<file path="src/rtl/q_8_34a.sv">
// Ones-counter datapath: operand register R1, count register R2 and the
// shift-out flip-flop E, plus the zero status fed back to the controller.
// The controller sequences load / pre-increment / shift / conditional
// increment; this block only performs the register actions it is told to.

package q_8_34a_pkg;
    parameter int data_size = 4;
endpackage

module q_8_34a
    import q_8_34a_pkg::*;
(
    input  logic                 clk,
    input  logic                 rst_b,
    input  logic [data_size-1:0] data_in,
    input  logic                 load_regs,
    input  logic                 incr_r2,
    input  logic                 shift,
    output logic                 zero,
    output logic                 E
);

    // After load R2 holds all ones so the first increment wraps it to zero.
    localparam logic [data_size-1:0] r2_preset_c = {data_size{1'b1}};
    localparam logic [data_size-1:0] r2_step_c   = {{(data_size-1){1'b0}}, 1'b1};
    localparam logic [data_size-1:0] clear_c     = {data_size{1'b0}};

    logic [data_size-1:0] R1;
    logic [data_size-1:0] R2;

    // Operand register and shift-out bit: load wins, otherwise shift {E,R1} left.
    always_ff @(posedge clk or posedge rst_b) begin
        if (rst_b) begin
            R1 <= clear_c;
            E  <= 1'b0;
        end else if (load_regs) begin
            R1 <= data_in;
            E  <= 1'b0;
        end else if (shift) begin
            E  <= R1[data_size-1];
            R1 <= {R1[data_size-2:0], 1'b0};
        end else begin
            R1 <= R1;
            E  <= E;
        end
    end

    // Count register: preset on load, otherwise increment modulo 2^data_size.
    always_ff @(posedge clk or posedge rst_b) begin
        if (rst_b) begin
            R2 <= clear_c;
        end else if (load_regs) begin
            R2 <= r2_preset_c;
        end else if (incr_r2) begin
            R2 <= R2 + r2_step_c;
        end else begin
            R2 <= R2;
        end
    end

    // Status to the controller: operand exhausted, independent of R2 and E.
    always_comb begin
        zero = ~|R1;
    end

endmodule

</file>
<file path="config.mk">
export PLATFORM = sky130hd
export DESIGN_NAME = q_8_34a
export DESIGN_NICKNAME = d
export VERILOG_FILES = /design/src/rtl/q_8_34a.sv
export SDC_FILE = /design/constraint.sdc
export NUM_CORES = 1
export LEC_CHECK = 0
export ABC_AREA = 1
export CAP_MARGIN = 20
export CORE_AREA = 3 3 40 42
export CTS_CLUSTER_SIZE = 14
export DETAILED_ROUTE_END_ITERATION = 10
export DIE_AREA = 0 0 43 45
export GPL_TIMING_DRIVEN = 0
export HOLD_SLACK_MARGIN = 0.08
export PLACE_DENSITY_LB_ADDON = 0.08
export SLEW_MARGIN = 20
export SYNTH_ARGS = -nofsm -noshare
export SYNTH_HDL_FRONTEND = slang
export SYNTH_SLANG_ARGS = --single-unit
</file>
<file path="constraint.sdc">
create_clock -name clk -period 1.8 [get_ports clk]
set_input_delay 0.36 -clock clk [delete_from_list [all_inputs] [get_ports clk]]
set_output_delay 0.36 -clock clk [all_outputs]
set_load 0.005 [all_outputs]
</file>
==> metrics.txt <==
run status=finished, final reports clean; layout cells sized above 1=0.09804; critical path arrival=1.09 ns; # setup viols final=0; critical path cell sequence=clkdlybuf4s50_1; Internal Power=around 0.00023 W; Placed Area=between 300 and 400 um2; die height=between 40 and 50 um; Buf/Inv on CP=1; syn_nets=47; top cells by instance count after synthesis=nand2_1 (23), dfrtp_1 (5), inv_1 (4); clock share of power=0.411; initial antenna violation count=0; nets=between 60 and 70; Detail Route Antenna Nets=0; register share of total power=0.427; vias per inst=around 3.8; Post-Synthesis Cells=38; Post-DP HPWL=between 400 and 500 um; GRT Total Usage=0.07699; final worst path period share=0.8037; DRT iter0 DRCs=1; CTS tree=built; clock buffer count from CTS=3; Pre-antenna DRT Iters=2; post-synthesis sequential area ratio=0.4902; gpl congestion=0.6441; Max Slew Vio Count=0; setup bufs post-CTS=0; Post-synth EDFFs=0; count leader, synth=nand2_1; slowest cell delay on critical path=0.50 ns; ys async rst share=1.000; Yosys reg bits=5; H-tree levels=1; Worst path top cell family by delay=buffers and inverters; fmax=about 690 MHz; Min-Delay Path Class=input port to async pin; Remaining DRCs=0; synth warn=0; CTS resizes=0; Power Density=~800 nW/um2; CP max-delay cell=clkdlybuf4s50_1; top cell type's share of synthesized area=0.4902; diode count=0; Layout Cells excl Fill=66; Crit Path Max Fanout=2; Fin. Hold Viols=0; vias in the first global route=~230; Starting Density=0.1986; reg-to-reg critical path endpoint=R1[1]$_DFFE_PP0P_; Post-Route Setup TNS=0 ns; die area=1935 um2; Pwr Total=about 0.0003 W; total wire length=591 um; max-cap viol count=0; # port buffers=9; Fin Clk Skew=0.0004255 ns; worst vdd ir=0.3409 mV; Period minus WS final=about 1.4 ns; synthesis-to-layout area growth=53.92%; CP startpoint kind=flop; Max clock buf depth=2; RSZ-0062 raised after global routing=no; dpl cells=62; setup ws final=around 0.35 ns; Overflow after GRT=0; row count=13; worst skew pair latency=between 0.2 and 0.25 ns; Net Sw Frac=0.2372; Wirelength per Cell=between 8 and 9 um; final instance area=392.9 um2; Worst-path clk slew=around 0.040 ns; CTS hold repair buffers=0; Leak Pwr=roughly 0.23 nW; Sw Pwr=0.00007286 W; synth top area cells=dfrtp_1 (49%), nand2_1 (34%), inv_1 (5.9%); Avg Cell Area, Syn=6.717 um2; Slew HR=0.8386; Vias=around 250; # IOs=11; global-route wire length before repair=1.000 mm; largest area contributor in the netlist=dfrtp_1; largest net degree at the start of global routing=7; clk sinks=5; Logic pwr share=0.162; Main synth FF type=dfrtp_1; number of distinct library cells after synthesis=8; Slew @ Worst Pin=around 0.24 ns; pre-CTS setup slack=~0.35 ns; CP required=between 1 and 1.5 ns; Crit path depth=1; cell area after synthesis=255.2 um2; reg-to-reg slack, setup=around 1.1 ns; Setup CP Type=flop to output port; critical path endpoint category=output port; root buf cell=clkbuf_4; CORE AREA=roughly 1300 um2; Die Wd=around 43 um; Reg2Reg Depth=4; worst r2r src=R1[0]$_DFFE_PP0P_
power by group through the flow:
stage	combinational [W]	sequential, W	clock (W)
6_report	0.0000497	0.000131	0.000126
5_1_grt	0.0000572	0.000132	0.000143
4_1_cts	0.0000513	0.000131	0.000132
3_5_place_dp	0.0000507	0.000132	0
3_3_place_gp	0.0000505	0.000132	0
2_1_floorplan	0.0000222	0.000131	0
final cells by class:
type                    count  area [um2]
repair buffers              9       92.59
clock buffers               4       26.28
flip-flops and latches      5       125.1
well taps                  15       18.77
fillers                   145       892.1
inverters                   5       18.77
multi-input cells          28       111.4
worst register-to-register path, cell delays in order (launching register included):
cell and delay [ns]:
dfrtp_1 0.40, nand2_1 0.07, nand2_1 0.05, nand2_1 0.05, nand2_1 0.05
registers in the layout, summed over array words and instances, names as in the netlist:
register,count
E,1
R1,4
metal layers:
metal / track usage / vias to the layer above / wire length, um
li1: - / 136 / -
met1: 0.08802 / 107 / 275
met2: 0.1048 / 5 / 282
met3: 0.04781 / 0 / 32
met4: 0.05422 / 0 / 0
met5: 0 / - / 0
worst max path at each step:
stage,startpoint,slack (ns),to
after floorplan,R1[2]$_DFFE_PP0P_,0.86,zero
after global placement,R1[0]$_DFFE_PP0P_,0.35,zero
after global routing,E$_DFFE_PP0P_,0.32,E
after detailed placement,R1[2]$_DFFE_PP0P_,0.35,zero
after CTS,R1[2]$_DFFE_PP0P_,0.09,zero
final,E$_DFFE_PP0P_,0.35,E
cells by family (layout without fill, tap and decap cells):
group / count (synthesis) / after routing / share of synthesized area
flip-flops: 5 / 5 / 0.4902
AND/OR/NAND/NOR: 28 / 28 / 0.4363
buffers and inverters: 5 / 18 / 0.07350
per-stage QoR:
step / hold WS [ns] / utilization
floorplan: 0.1385 / -
global placement: 0.4616 / 0.2834
detailed placement: 0.4762 / 0.2834
CTS: 0.3154 / 0.3038
global route: 0.3226 / 0.3057
finish: 0.3155 / 0.3057
cells in the final DEF, fill, tap and decap left out:
cell type / Yosys / layout
nand2_1: 23 / 23
clkdlybuf4s50_1: 0 / 8
dfrtp_1: 5 / 5
inv_1: 4 / 4
clkbuf_4: 0 / 3
nor2_1: 2 / 2
nor2_2: 1 / 1
inv_2: 1 / 1
and2_1: 1 / 1
nand3_1: 1 / 1
clkbuf_1: 0 / 1
dlymetal6s2s_1: 0 / 1
Power figures use the tool's default switching activity.
